[config.mk]
export PLATFORM = sky130hd
export DESIGN_NAME = basic_control_unit_flat
export DESIGN_NICKNAME = d
export VERILOG_FILES = /design/src/rtl/basic_control_unit_if.sv /design/src/rtl/basic_control_unit.sv /design/src/flat_wrapper.sv
export SDC_FILE = /design/constraint.sdc
export NUM_CORES = 1
export LEC_CHECK = 0
export ABC_AREA = 1
export BUFFER_PORTS_ARGS = -buffer_cell sky130_fd_sc_hd__buf_2
export CAP_MARGIN = 10
export CELL_PAD_IN_SITES_DETAIL_PLACEMENT = 1
export CELL_PAD_IN_SITES_GLOBAL_PLACEMENT = 2
export CORE_MARGIN = 5
export CORE_UTILIZATION = 18
export CTS_BUF_LIST = sky130_fd_sc_hd__clkbuf_4 sky130_fd_sc_hd__clkbuf_8 sky130_fd_sc_hd__clkbuf_16
export CTS_CLUSTER_SIZE = 30
export DETAILED_ROUTE_END_ITERATION = 8
export GPL_TIMING_DRIVEN = 1
export PLACE_DENSITY_LB_ADDON = 0.3
export SLEW_MARGIN = 20
export SYNTH_ARGS = -nofsm -noshare
export SYNTH_HDL_FRONTEND = slang
export SYNTH_SLANG_ARGS = --single-unit
[constraint.sdc]
create_clock -name clk -period 1.06 [get_ports clk]
set_input_delay 0.106 -clock clk [delete_from_list [all_inputs] [get_ports clk]]
set_output_delay 0.106 -clock clk [all_outputs]
set_load 0.01 [all_outputs]
[src/rtl/basic_control_unit_if.sv]
// Control/status bundle between the basic-computer sequencer and its datapath.
// The sequencer (master) reads IR and the datapath flags and drives every strobe.
interface basic_control_unit_if #(
  parameter int unsigned WIDTH = 16
);
  logic [WIDTH-1:0] ir;
  logic             ac_sign;
  logic             ac_zero;
  logic             e_flag;
  logic             dr_zero;

  logic [2:0]       bus_sel;
  logic [2:0]       op_select;
  logic             ar_ld;
  logic             ar_inc;
  logic             pc_ld;
  logic             pc_inc;
  logic             dr_ld;
  logic             dr_inc;
  logic             ac_ld;
  logic             ac_clr;
  logic             ac_inc;
  logic             ir_ld;
  logic             tr_ld;
  logic             e_ld;
  logic             e_clr;
  logic             e_cmp;
  logic             mem_wr;
  logic [2:0]       seq;
  logic             halted;

  modport master (
    input  ir, ac_sign, ac_zero, e_flag, dr_zero,
    output bus_sel, op_select, ar_ld, ar_inc, pc_ld, pc_inc, dr_ld, dr_inc,
           ac_ld, ac_clr, ac_inc, ir_ld, tr_ld, e_ld, e_clr, e_cmp, mem_wr,
           seq, halted
  );

  modport slave (
    output ir, ac_sign, ac_zero, e_flag, dr_zero,
    input  bus_sel, op_select, ar_ld, ar_inc, pc_ld, pc_inc, dr_ld, dr_inc,
           ac_ld, ac_clr, ac_inc, ir_ld, tr_ld, e_ld, e_clr, e_cmp, mem_wr,
           seq, halted
  );
endinterface

[src/rtl/basic_control_unit.sv]
// Timing-and-control sequencer for the 16-bit basic computer: runs T0..T6 through
// fetch, decode, indirect and execute, decoding strobes combinationally from SC.
module basic_control_unit (
  input  logic                  clk,
  input  logic                  rst,
  basic_control_unit_if.master  bus
);

  typedef enum logic [2:0] {
    T0 = 3'd0, T1 = 3'd1, T2 = 3'd2, T3 = 3'd3,
    T4 = 3'd4, T5 = 3'd5, T6 = 3'd6
  } sc_e;

  localparam logic [2:0] BUS_NONE = 3'd0;
  localparam logic [2:0] BUS_AR   = 3'd1;
  localparam logic [2:0] BUS_PC   = 3'd2;
  localparam logic [2:0] BUS_DR   = 3'd3;
  localparam logic [2:0] BUS_AC   = 3'd4;
  localparam logic [2:0] BUS_IR   = 3'd5;
  localparam logic [2:0] BUS_MEM  = 3'd7;

  localparam logic [2:0] OP_ADD = 3'b001;
  localparam logic [2:0] OP_AND = 3'b010;
  localparam logic [2:0] OP_LDA = 3'b011;
  localparam logic [2:0] OP_CMA = 3'b100;
  localparam logic [2:0] OP_SHR = 3'b101;
  localparam logic [2:0] OP_SHL = 3'b110;

  localparam logic [2:0] D_AND = 3'd0;
  localparam logic [2:0] D_ADD = 3'd1;
  localparam logic [2:0] D_LDA = 3'd2;
  localparam logic [2:0] D_STA = 3'd3;
  localparam logic [2:0] D_BUN = 3'd4;
  localparam logic [2:0] D_BSA = 3'd5;
  localparam logic [2:0] D_ISZ = 3'd6;
  localparam logic [2:0] D_REG = 3'd7;

  sc_e        sc_q, sc_d;
  logic       i_lat_q, i_lat_d;
  logic [2:0] d_lat_q, d_lat_d;
  logic       halted_q, halted_d;

  logic [2:0] bus_sel_c, op_select_c;
  logic ar_ld_c, ar_inc_c, pc_ld_c, pc_inc_c, dr_ld_c, dr_inc_c, ac_ld_c;
  logic ac_clr_c, ac_inc_c, ir_ld_c, e_ld_c, e_clr_c, e_cmp_c, mem_wr_c;

  // Next-state and control decode; everything idles at T0 once halted.
  always_comb begin
    sc_d        = sc_q;
    i_lat_d     = i_lat_q;
    d_lat_d     = d_lat_q;
    halted_d    = halted_q;
    bus_sel_c   = BUS_NONE;
    op_select_c = 3'b000;
    ar_ld_c  = 1'b0; ar_inc_c = 1'b0; pc_ld_c  = 1'b0; pc_inc_c = 1'b0;
    dr_ld_c  = 1'b0; dr_inc_c = 1'b0; ac_ld_c  = 1'b0; ac_clr_c = 1'b0;
    ac_inc_c = 1'b0; ir_ld_c  = 1'b0; e_ld_c   = 1'b0; e_clr_c  = 1'b0;
    e_cmp_c  = 1'b0; mem_wr_c = 1'b0;

    if (halted_q) begin
      sc_d = T0;
    end else begin
      case (sc_q)
        T0: begin
          bus_sel_c = BUS_PC; ar_ld_c = 1'b1; sc_d = T1;
        end
        T1: begin
          bus_sel_c = BUS_MEM; ir_ld_c = 1'b1; pc_inc_c = 1'b1; sc_d = T2;
        end
        T2: begin
          bus_sel_c = BUS_IR; ar_ld_c = 1'b1;
          i_lat_d   = bus.ir[15];
          d_lat_d   = bus.ir[14:12];
          sc_d      = T3;
        end
        T3: begin
          if (d_lat_q == D_REG) begin
            sc_d = T0;
            // Register reference: only the highest set bit of IR[11:0] executes.
            if (!i_lat_q) begin
              if      (bus.ir[11]) ac_clr_c = 1'b1;
              else if (bus.ir[10]) e_clr_c  = 1'b1;
              else if (bus.ir[9])  begin op_select_c = OP_CMA; ac_ld_c = 1'b1; end
              else if (bus.ir[8])  e_cmp_c  = 1'b1;
              else if (bus.ir[7])  begin op_select_c = OP_SHR; ac_ld_c = 1'b1; e_ld_c = 1'b1; end
              else if (bus.ir[6])  begin op_select_c = OP_SHL; ac_ld_c = 1'b1; e_ld_c = 1'b1; end
              else if (bus.ir[5])  ac_inc_c = 1'b1;
              else if (bus.ir[4])  pc_inc_c = !bus.ac_sign;
              else if (bus.ir[3])  pc_inc_c = bus.ac_sign;
              else if (bus.ir[2])  pc_inc_c = bus.ac_zero;
              else if (bus.ir[1])  pc_inc_c = !bus.e_flag;
              else if (bus.ir[0])  halted_d = 1'b1;
            end
          end else begin
            if (i_lat_q) begin
              bus_sel_c = BUS_MEM; ar_ld_c = 1'b1;
            end
            sc_d = T4;
          end
        end
        T4: begin
          sc_d = T5;
          case (d_lat_q)
            D_AND, D_ADD, D_LDA, D_ISZ: begin bus_sel_c = BUS_MEM; dr_ld_c = 1'b1; end
            D_STA: begin bus_sel_c = BUS_AC; mem_wr_c = 1'b1; sc_d = T0; end
            D_BUN: begin bus_sel_c = BUS_AR; pc_ld_c  = 1'b1; sc_d = T0; end
            D_BSA: begin bus_sel_c = BUS_PC; mem_wr_c = 1'b1; ar_inc_c = 1'b1; end
            default: sc_d = T0;
          endcase
        end
        T5: begin
          sc_d = T0;
          case (d_lat_q)
            D_AND: begin op_select_c = OP_AND; ac_ld_c = 1'b1; end
            D_ADD: begin op_select_c = OP_ADD; ac_ld_c = 1'b1; e_ld_c = 1'b1; end
            D_LDA: begin op_select_c = OP_LDA; ac_ld_c = 1'b1; end
            D_BSA: begin bus_sel_c = BUS_AR; pc_ld_c = 1'b1; end
            D_ISZ: begin dr_inc_c = 1'b1; sc_d = T6; end
            default: ;
          endcase
        end
        T6: begin
          sc_d = T0;
          // Only ISZ legitimately reaches T6; anything else just returns to fetch.
          if (d_lat_q == D_ISZ) begin
            bus_sel_c = BUS_DR; mem_wr_c = 1'b1; pc_inc_c = bus.dr_zero;
          end
        end
        default: sc_d = T0;
      endcase
    end
  end

  always_ff @(posedge clk) begin
    if (rst) begin
      sc_q     <= T0;
      i_lat_q  <= 1'b0;
      d_lat_q  <= 3'd0;
      halted_q <= 1'b0;
    end else begin
      sc_q     <= sc_d;
      i_lat_q  <= i_lat_d;
      d_lat_q  <= d_lat_d;
      halted_q <= halted_d;
    end
  end

  // Reset masks every output, including status.
  assign bus.bus_sel   = rst ? 3'd0 : bus_sel_c;
  assign bus.op_select = rst ? 3'd0 : op_select_c;
  assign bus.ar_ld     = !rst && ar_ld_c;
  assign bus.ar_inc    = !rst && ar_inc_c;
  assign bus.pc_ld     = !rst && pc_ld_c;
  assign bus.pc_inc    = !rst && pc_inc_c;
  assign bus.dr_ld     = !rst && dr_ld_c;
  assign bus.dr_inc    = !rst && dr_inc_c;
  assign bus.ac_ld     = !rst && ac_ld_c;
  assign bus.ac_clr    = !rst && ac_clr_c;
  assign bus.ac_inc    = !rst && ac_inc_c;
  assign bus.ir_ld     = !rst && ir_ld_c;
  assign bus.tr_ld     = 1'b0;
  assign bus.e_ld      = !rst && e_ld_c;
  assign bus.e_clr     = !rst && e_clr_c;
  assign bus.e_cmp     = !rst && e_cmp_c;
  assign bus.mem_wr    = !rst && mem_wr_c;
  assign bus.seq       = rst ? 3'd0 : sc_q;
  assign bus.halted    = !rst && halted_q;

endmodule
[src/flat_wrapper.sv]
// flat-port wrapper written by rule: the top's interface ports become plain ports
module basic_control_unit_flat 
  (clk, rst, bus_ir, bus_ac_sign, bus_ac_zero, bus_e_flag, bus_dr_zero, bus_bus_sel, bus_op_select, bus_ar_ld, bus_ar_inc, bus_pc_ld, bus_pc_inc, bus_dr_ld, bus_dr_inc, bus_ac_ld, bus_ac_clr, bus_ac_inc, bus_ir_ld, bus_tr_ld, bus_e_ld, bus_e_clr, bus_e_cmp, bus_mem_wr, bus_seq, bus_halted);
  basic_control_unit_if bus_i ();
  input  logic clk;
  input  logic rst;
  input wire logic [$bits(bus_i.ir)-1:0] bus_ir;
  input wire logic [$bits(bus_i.ac_sign)-1:0] bus_ac_sign;
  input wire logic [$bits(bus_i.ac_zero)-1:0] bus_ac_zero;
  input wire logic [$bits(bus_i.e_flag)-1:0] bus_e_flag;
  input wire logic [$bits(bus_i.dr_zero)-1:0] bus_dr_zero;
  output wire logic [$bits(bus_i.bus_sel)-1:0] bus_bus_sel;
  output wire logic [$bits(bus_i.op_select)-1:0] bus_op_select;
  output wire logic [$bits(bus_i.ar_ld)-1:0] bus_ar_ld;
  output wire logic [$bits(bus_i.ar_inc)-1:0] bus_ar_inc;
  output wire logic [$bits(bus_i.pc_ld)-1:0] bus_pc_ld;
  output wire logic [$bits(bus_i.pc_inc)-1:0] bus_pc_inc;
  output wire logic [$bits(bus_i.dr_ld)-1:0] bus_dr_ld;
  output wire logic [$bits(bus_i.dr_inc)-1:0] bus_dr_inc;
  output wire logic [$bits(bus_i.ac_ld)-1:0] bus_ac_ld;
  output wire logic [$bits(bus_i.ac_clr)-1:0] bus_ac_clr;
  output wire logic [$bits(bus_i.ac_inc)-1:0] bus_ac_inc;
  output wire logic [$bits(bus_i.ir_ld)-1:0] bus_ir_ld;
  output wire logic [$bits(bus_i.tr_ld)-1:0] bus_tr_ld;
  output wire logic [$bits(bus_i.e_ld)-1:0] bus_e_ld;
  output wire logic [$bits(bus_i.e_clr)-1:0] bus_e_clr;
  output wire logic [$bits(bus_i.e_cmp)-1:0] bus_e_cmp;
  output wire logic [$bits(bus_i.mem_wr)-1:0] bus_mem_wr;
  output wire logic [$bits(bus_i.seq)-1:0] bus_seq;
  output wire logic [$bits(bus_i.halted)-1:0] bus_halted;
  assign bus_i.ir = bus_ir;
  assign bus_i.ac_sign = bus_ac_sign;
  assign bus_i.ac_zero = bus_ac_zero;
  assign bus_i.e_flag = bus_e_flag;
  assign bus_i.dr_zero = bus_dr_zero;
  assign bus_bus_sel = bus_i.bus_sel;
  assign bus_op_select = bus_i.op_select;
  assign bus_ar_ld = bus_i.ar_ld;
  assign bus_ar_inc = bus_i.ar_inc;
  assign bus_pc_ld = bus_i.pc_ld;
  assign bus_pc_inc = bus_i.pc_inc;
  assign bus_dr_ld = bus_i.dr_ld;
  assign bus_dr_inc = bus_i.dr_inc;
  assign bus_ac_ld = bus_i.ac_ld;
  assign bus_ac_clr = bus_i.ac_clr;
  assign bus_ac_inc = bus_i.ac_inc;
  assign bus_ir_ld = bus_i.ir_ld;
  assign bus_tr_ld = bus_i.tr_ld;
  assign bus_e_ld = bus_i.e_ld;
  assign bus_e_clr = bus_i.e_clr;
  assign bus_e_cmp = bus_i.e_cmp;
  assign bus_mem_wr = bus_i.mem_wr;
  assign bus_seq = bus_i.seq;
  assign bus_halted = bus_i.halted;
  basic_control_unit u_core (.clk(clk), .rst(rst), .bus(bus_i));
endmodule
==> impl_metrics.ini, run 1 <==
[synth]
synth_edf_count = 0
synth.area.top_cells = dfxtp_1, nor2_1, nand2_1
async_reset_ff_share_pct = 0
postSynthCellCount = 161
synth_xor_area_share_pct = 0
muxShareOfSynthArea_pct = 0
synth_top_family_by_area = simple AND/OR/NAND/NOR gates
synth_top_area_share_pct = 17.8
yosys.area_share.simple_pct = 50.6
synth_area_sq_um = 902
avgSynthCellArea_sq_um = 5.60
ys_ff_latch = 8
ys.flop_type = dfxtp_1
yosysSeqAreaShare_pct = 17.8
yosysWarnings = 0
synth_top_area_cell = dfxtp_1
synth_compound_area_share_pct = 16.1
synth_nets = 183
synth_fa_ha_area_share_pct = 0
synth.distinct_cells = 26

[layout]
syn_to_final_growth_pct = 143
layout_common_cells = buf_4, buf_2, buf_6
nets = 296
final_layout_size_suffix_gt1_share_pct = 75.8
diodes = 0
mostFrequentLayoutCell = buf_4
fin_util_pct = 45.8

[timing]
setup_violations = 31
fin_worst_skew_ns = 0.00247
fin_ws_ns = -0.589
period_needed_ns = 1.65
rsz0062_at_grt = true
min_period_over_period_pct = 156
slew_violations = 0
fmax_ghz = 0.606
fin_tns_setup_ns = -10.53
hold_viol_final = 0

[clock_network]
cts_tree = done
clock-sinks = 8
cts-root-buf = clkbuf_8
hold_buffers = 0
clk_path_buf_depth = 2
clk_latency_ns = 0.24
htree_num_levels = 1
numCtsBuffers = 3
path_clk_slew_ns = 0.05

[global_routing]
antenna_found_initial = 0
grt_overflow = 0
grt_pass1_vias = 1511
grt_pass1_wl_um = 6920
grt_use_total_pct = 13.8
grt_max_degree = 8

[route]
top_layer = met4
met1_length_um = 1830
drtIter0Drc = 23
drc = 0
vias_per_cell = 4.38
drt_wl_total_um = 4670
route.met2.wl_um = 2540
vias = 1490
wl_met3_um = 235
wire_per_inst_um = 13.7
dr.pass1.iters = 4
ant_nets = 0

[power]
p_per_area_mw_per_mm2 = 734
p_leak_nw = 1.05
ir_drop_v = 0.000346
fin_total_pwr_w = 0.00161

[critical_path]
crit_required_ns = 0.95
regToRegSetupSlack_ns = -0.27
critPathKind = reg -> out
end_kind = primary output
cp_max_fo = 5
worstPathArrival_ns = 1.54
critPathLaunchType = flip-flop

[die]
chipWidth_um = 80.8
die_y_um = 80.8
core_sq_mm = 0.00479
die_area_sq_mm = 0.00653
row_count = 25
initial_core_util_pct = 18.8
ios = 47

[placement]
gp_congestion = 0.785
port_buffers = 45
dp_hpwl_um = 3470

[job]
maxCapViolations = 0

[worst_hold_path]
min_path_type = in -> reg

[outcome]
violations = setup timing
status = finished, violations left
worst max-delay path, stage by stage (launching register included):
cell	delay [ns]
dfxtp_4	0.40
inv_6	0.06
buf_12	0.13
o21ai_0	0.32
buf_4	0.19
nor2_2	0.04
buf_2	0.14
cell type report:
cell class | instances | area (sq um)
Multi-Input combinational cell | 123 | 922
Tap cell | 67 | 83.8
Sequential cell | 8 | 184
Fill cell | 610 | 2600
Inverter | 26 | 118
Clock buffer | 4 | 48.8
Timing Repair Buffer | 112 | 833
path summary, 6_finish.rpt:
| path | cells after the start | start | to |
|---|---|---|---|
| setup / recovery | 6 | u_core.sc_q[2]$_SDFF_PP0_ | bus_bus_sel[1] |
| hold reg to reg | 3 | u_core.halted_q$_SDFF_PP0_ | u_core.halted_q$_SDFF_PP0_ |
| hold / removal | 3 | bus_ir[15] | u_core.i_lat_q$_SDFFE_PP0P_ |
| setup reg to reg | 9 | u_core.sc_q[2]$_SDFF_PP0_ | u_core.sc_q[1]$_SDFF_PP0_ |
flip-flops by register name, summed over array words and instances, names as in the netlist:
register and flops:
u_core.d_lat_q 3, u_core.sc_q 3, u_core.i_lat_q 1, u_core.halted_q 1
through the flow:
stage	std cells	hold WS (ns)	setup WS (ns)	cell area [sq um]
floorplan	161	0.240	-0.0939	1020
global placement	319	0.401	-0.317	1680
detailed placement	319	0.407	-0.344	1680
CTS	333	0.136	-0.507	1980
global route	340	0.135	-0.659	2190
finish	340	0.118	-0.589	2190
synth_stat cells (2+ instances only):
| cell type | n |
|---|---|
| o21ai_0 | 11 |
| nor2_4 | 2 |
| inv_2 | 6 |
| nor3_1 | 7 |
| inv_1 | 19 |
| nor2_2 | 3 |
| nand4_1 | 4 |
| nand2_2 | 3 |
| buf_4 | 2 |
| nand3_1 | 15 |
| o21ai_1 | 2 |
| nor2_1 | 29 |
| nand2_1 | 26 |
| a21oi_1 | 13 |
| dfxtp_1 | 8 |
cell families (layout without fill, tap and decap cells):
| logic type | Yosys count | after routing |
|---|---|---|
| and+or+nand+nor | 94 | 94 |
| buffers and inverters | 30 | 142 |
| AOI/OAI and AO/OA | 28 | 28 |
| other | 1 | 1 |
| DFF | 8 | 8 |
metal layers:
metal  vias up  GRT usage, %
met2        30          27.1
met4         0          4.05
met1       707          14.8
li1        748             -
met3         5          2.66
met5         -             0
power by group:
part           switching [W]  internal [W]  total [W]
clock network       0.000164      0.000290   0.000455
logic               0.000373      0.000397   0.000770
registers          0.0000556      0.000327   0.000382
total               0.000593       0.00101    0.00161
what timing repair did:
| action | CTS | global route |
|---|---|---|
| buffers inserted | 11 | 9 |
| gates cloned | 0 | 0 |
| gates resized for setup | 62 | 36 |
| setup endpoints to repair | 32 | 32 |
| pin swaps | 20 | 9 |
Power figures use the tool's default switching activity.
==> run 2, diff against run 1 <==
- CORE_ASPECT_RATIO: default -> 0.7
==> run 2 against run 1 <==
  * The flow still finishes with violations (setup timing)
  * Clock skew increased by 0.0084 ns
  * Global-route usage is 0.66 points higher
  * Maximum frequency grew 2.0%
  * Sequential cell count did not move
  * First-iteration DRC count rose by 57%
  * Register-to-register slack better by 0.11 ns
  * Routed wire length decreased by 1.2%
  * Largest cell class unchanged
==> impl_metrics.ini, run 2 (synthesis results as in run 1) <==
[power]
p_per_area_mw_per_mm2 = 727
ir_drop_v = 0.000408
p_leak_nw = 0.989
swShare_pct = 36.5
p_seq_share_pct = 24.5
p_switching_w = 0.000558
p_comb_share_pct = 46.4
internal_power_w = 0.000971
clockPowerShare_pct = 29.1

[clock_network]
cts-root-buf = clkbuf_8
htree_num_levels = 1
hold_buffers = 0
cts_tree = done
path_clk_slew_ns = 0.05
clk_latency_ns = 0.24
clk_path_buf_depth = 2
numCtsBuffers = 3
clock-sinks = 8

[die]
ios = 47
die_area_sq_mm = 0.00655
row_count = 21
core_sq_mm = 0.00481
initial_core_util_pct = 18.8
chipWidth_um = 94.6
die_y_um = 69.2

[route]
wire_per_inst_um = 13.6
dr.pass1.iters = 4
ant_nets = 0
drt_wl_total_um = 4620
drc = 0
vias_per_cell = 4.27
vias = 1447
drtIter0Drc = 36

[timing]
hold_viol_final = 0
fmax_ghz = 0.619
min_period_over_period_pct = 152
rsz0062_at_grt = true
fin_worst_skew_ns = 0.0109
fin_ws_ns = -0.556
slew_violations = 0
period_needed_ns = 1.62
setup_violations = 31

[critical_path]
critPathTopFamily = simple AND/OR/NAND/NOR gates
cp_max_fo = 4
cpMaxStageDelayCell = dfxtp_4
critPathKind = reg -> out
end_kind = primary output
crit_path_max_incr_delay_ns = 0.36
worstPathArrival_ns = 1.51
critPathLaunchType = flip-flop
crit_required_ns = 0.95
path_buf_inv = 3
cpMostUsedCell = nor2_2
path_cells = buf_12 -> nor2_4 -> buf_4 -> nand3_2 -> nor2_2 -> nor2_1 -> nor2_2 -> buf_2

[outcome]
violations = setup timing
status = finished, violations left

[global_routing]
grt_overflow = 0
grt_pass1_vias = 1559
grt_use_total_pct = 14.5
grt_max_degree = 9
grt_pass1_wl_um = 7500
antenna_found_initial = 0

[layout]
mostFrequentLayoutCell = buf_4
final_layout_size_suffix_gt1_share_pct = 72.2
fillers = 638
fin_area_sq_mm = 0.00210
fin_util_pct = 43.7
syn_to_final_growth_pct = 133
largest_registers = u_core.d_lat_q (3), u_core.sc_q (3)
layout_common_cells = buf_4, buf_2, buf_6
nets = 293
diodes = 0

[worst_hold_path]
min_path_type = in -> reg

[placement]
place_area_sq_mm = 0.00167
dp_hpwl_um = 3500
port_buffers = 45
gp_congestion = 0.833

[job]
maxCapViolations = 0
==> run 2: worst paths after layout <==
path / start / endpoint / slack, ns / cells past startpoint
max: u_core.sc_q[2]$_SDFF_PP0_ / bus_op_select[1] / -0.56 / 8
min: bus_ir[12] / u_core.d_lat_q[0]$_SDFFE_PP0P_ / 0.15 / 3
max reg2reg: u_core.sc_q[1]$_SDFF_PP0_ / u_core.d_lat_q[1]$_SDFFE_PP0P_ / -0.16 / 5
min reg2reg: u_core.halted_q$_SDFF_PP0_ / u_core.halted_q$_SDFF_PP0_ / 0.59 / 3
==> run 2: through the flow <==
step,setup TNS (ns),std cells,total power (W),setup slack (ns),hold WS [ns]
final,-9.94,339,0.00153,-0.556,0.146
after global routing,-12.42,339,0.00163,-0.638,0.172
after CTS,-9.42,335,0.00147,-0.531,0.146
after detailed placement,-6.25,319,0.000912,-0.345,0.405
after global placement,-5.98,319,0.000905,-0.337,0.395
after floorplan,-0.895,161,0.000633,-0.0939,0.240
==> run 2: timing repair <==
action | in CTS | in global routing
pin swaps | 22 | 8
resized for setup | 54 | 25
setup buffers | 14 | 4
hold endpoints to repair | 0 | 0
endpoints found under the setup margin | 32 | 32
gates cloned | 0 | 0
==> run 2: per-layer routing <==
metal / up-vias / part of all wire [%] / track usage (%)
li1: 740 / - / -
met1: 678 / 46 / 19.4
met2: 23 / 49 / 23.2
met3: 6 / 4.1 / 3.90
met4: 0 / 1.0 / 3.04
met5: - / 0 / 0
==> run 2: area by class of cell <==
class / instances / area, sq um / share of cell area (%)
Timing Repair Buffer: 109 / 797 / 37.9
Clock buffer: 4 / 48.8 / 2.32
Inverter: 26 / 110 / 5.24
Multi-Input combinational cell: 123 / 876 / 41.7
Tap cell: 69 / 86.3 / 4.11
Sequential cell: 8 / 184 / 8.75
==> run 2: power groups by stage <==
| stage | clock (W) | combinational, W | sequential, W |
|---|---|---|---|
| floorplan | 0 | 0.000271 | 0.000362 |
| global placement | 0 | 0.000525 | 0.000379 |
| detailed placement | 0 | 0.000530 | 0.000382 |
| CTS | 0.000453 | 0.000642 | 0.000374 |
| global route | 0.000475 | 0.000780 | 0.000379 |
| finish | 0.000445 | 0.000710 | 0.000374 |
==> run 2: worst register-to-register path, cell delays in order, from the launching register on <==
cell	delay, ns
dfxtp_4	0.43
buf_4	0.14
nand4_1	0.12
buf_6	0.16
buf_4	0.14
a21oi_1	0.14
==> run 3, diff against run 2 <==
- BUFFER_PORTS_ARGS: -buffer_cell sky130_fd_sc_hd__buf_2 -> -buffer_cell sky130_fd_sc_hd__buf_4
==> run 3 against run 2 <==
  * The run still ends with setup timing left
  * Final area is 16% higher
  * Highest routed layer unchanged
  * Die area stayed put
  * Clock skew is 0.0047 ns lower
  * Largest power group unchanged
  * Largest cell class is now non-clock buffers
  * Combinational power is 18% higher
  * Via count is 3.1% higher
  * First-iteration DRC count is 19% lower
  * Maximum frequency is 0.35% lower
  * Setup slack worse by 0.0057 ns
  * Sequential power hardly changed
==> impl_metrics.ini, run 3 (synthesis results as in run 1) <==
[worst_hold_path]
holdPathStages = 3
min_path_type = in -> reg
hold_end = u_core.d_lat_q[1]$_SDFFE_PP0P_
hp-start = bus_ir[13]

[critical_path]
crit_required_ns = 0.95
crit_path_max_incr_delay_ns = 0.42
worstPathArrival_ns = 1.52
cp_max_fo = 6
path_buf_inv = 3
cpMostUsedCell = buf_4
critPathLaunchType = flip-flop
timing.rr.end = u_core.sc_q[2]$_SDFF_PP0_
path_cells = nand2_4 -> nor2_4 -> buf_4 -> buf_4 -> o21ai_4 -> a21oi_2 -> buf_4
cpMaxStageDelayCell = dfxtp_4
critPathKind = reg -> out
r2r_start = u_core.sc_q[1]$_SDFF_PP0_
end_kind = primary output
reg2regPathDepth = 8
regToRegSetupSlack_ns = -0.26
critPathTopFamily = flip-flops

[layout]
multi_input_area_sq_um = 977
mostFrequentLayoutCell = buf_4
final_layout_size_suffix_gt1_share_pct = 78.4
seq_area_sq_um = 184
layout_common_cells = buf_4, buf_6, nand2_1
nets = 301
diodes = 0
fin_area_sq_mm = 0.00243
fillers = 588
syn_to_final_growth_pct = 169
largest_registers = u_core.d_lat_q (3), u_core.sc_q (3)

[global_routing]
grt_max_degree = 8
antenna_found_initial = 0
grt_pass1_wl_um = 7540
grt_pass1_vias = 1612
grt_use_total_pct = 14.5
grt_overflow = 0

[placement]
port_buffers = 45
gp_congestion = 0.826
dp_hpwl_um = 3490
place_area_sq_mm = 0.00178

[power]
swShare_pct = 35.8
p_switching_w = 0.000591
ir_drop_v = 0.000673
p_per_area_mw_per_mm2 = 679
clockPowerShare_pct = 26.4
p_leak_nw = 1.13
p_comb_share_pct = 50.9
internal_power_w = 0.00106
p_seq_share_pct = 22.7

[timing]
setup_violations = 31
period_needed_ns = 1.62
fin_worst_skew_ns = 0.00619
fmax_ghz = 0.616
hold_viol_final = 0
slew_violations = 0
fin_tns_setup_ns = -10.77
rsz0062_at_grt = true
fin_ws_ns = -0.562
min_period_over_period_pct = 153

[clock_network]
cts_tree = done
clock-sinks = 8
htree_num_levels = 1
numCtsBuffers = 3
cts-root-buf = clkbuf_8
clk_latency_ns = 0.24
clk_path_buf_depth = 2
path_clk_slew_ns = 0.05

[route]
drt_wl_total_um = 4750
wire_per_inst_um = 13.7
dr.pass1.iters = 4
drc = 0
ant_nets = 0
vias_per_cell = 4.30
vias = 1492
drtIter0Drc = 29

[die]
row_count = 21
ios = 47
die_y_um = 69.2
chipWidth_um = 94.6
initial_core_util_pct = 18.8
die_area_sq_mm = 0.00655
core_sq_mm = 0.00481

[outcome]
violations = setup timing
status = finished, violations left

[job]
maxCapViolations = 0
[run 3: changes by cell type in the layout (fill, tap and decap cells not counted), sizes merged]
cell	delta
buf	+8
[run 3: routing by layer]
| metal | global-route usage [%] | wire length [um] |
|---|---|---|
| met1 | 19.5 | 2230 |
| met2 | 23.8 | 2340 |
| met3 | 3.25 | 140 |
| met4 | 2.24 | 38 |
| met5 | 0 | 0 |
[run 3: worst max path at each step]
stage | depth (start not counted) | to | slack (ns) | from
detailed placement | 9 | bus_pc_inc | -0.36 | u_core.sc_q[1]$_SDFF_PP0_
global placement | 8 | bus_bus_sel[2] | -0.34 | u_core.d_lat_q[2]$_SDFFE_PP0P_
floorplan | 6 | bus_bus_sel[1] | -0.09 | u_core.sc_q[2]$_SDFF_PP0_
CTS | 9 | bus_pc_inc | -0.55 | u_core.sc_q[2]$_SDFF_PP0_
global route | 7 | bus_e_ld | -0.63 | u_core.sc_q[1]$_SDFF_PP0_
finish | 7 | bus_e_ld | -0.56 | u_core.sc_q[1]$_SDFF_PP0_
[run 3: worst register-to-register path, stage by stage (launching register included)]
cell and delay, ns:
dfxtp_4 0.38, buf_12 0.14, nor2_4 0.14, nand2_4 0.10, buf_6 0.14, buf_6 0.11, nor2_4 0.09, nor2_2 0.05
a21oi_2 0.10
[run 3: stage by stage]
stage               setup WS [ns]  std cells  hold slack, ns  utilization, %  power (W)
floorplan                 -0.0939        161           0.240               -   0.000633
global placement           -0.337        319           0.389            37.0   0.000941
detailed placement         -0.359        319           0.400            37.0   0.000949
CTS                        -0.548        338           0.128            46.5    0.00156
global route               -0.628        347           0.130            50.5    0.00174
finish                     -0.562        347           0.127            50.5    0.00165
[run 3: final cells by class]
class | count | share of cell area [%]
well taps | 69 | 3.55
clock buffers | 4 | 2.01
multi-input cells | 123 | 40.2
inverters | 26 | 5.10
flip-flops and latches | 8 | 7.57
repair buffers | 117 | 41.5
[run 3: timing repair]
item | 4_1_cts | 5_1_grt
hold buffers | 0 | 0
setup buffers | 16 | 10
gates resized for setup | 88 | 32
endpoints found under the setup margin | 32 | 32
pin swaps | 32 | 14
[run 3: power groups by stage]
stage / Combinational, W / Clock [W] / Sequential (W)
after detailed placement: 0.000569 / 0 / 0.000380
after global routing: 0.000907 / 0.000454 / 0.000378
after global placement: 0.000563 / 0 / 0.000379
final: 0.000839 / 0.000434 / 0.000374
after CTS: 0.000744 / 0.000441 / 0.000376
after floorplan: 0.000271 / 0 / 0.000362
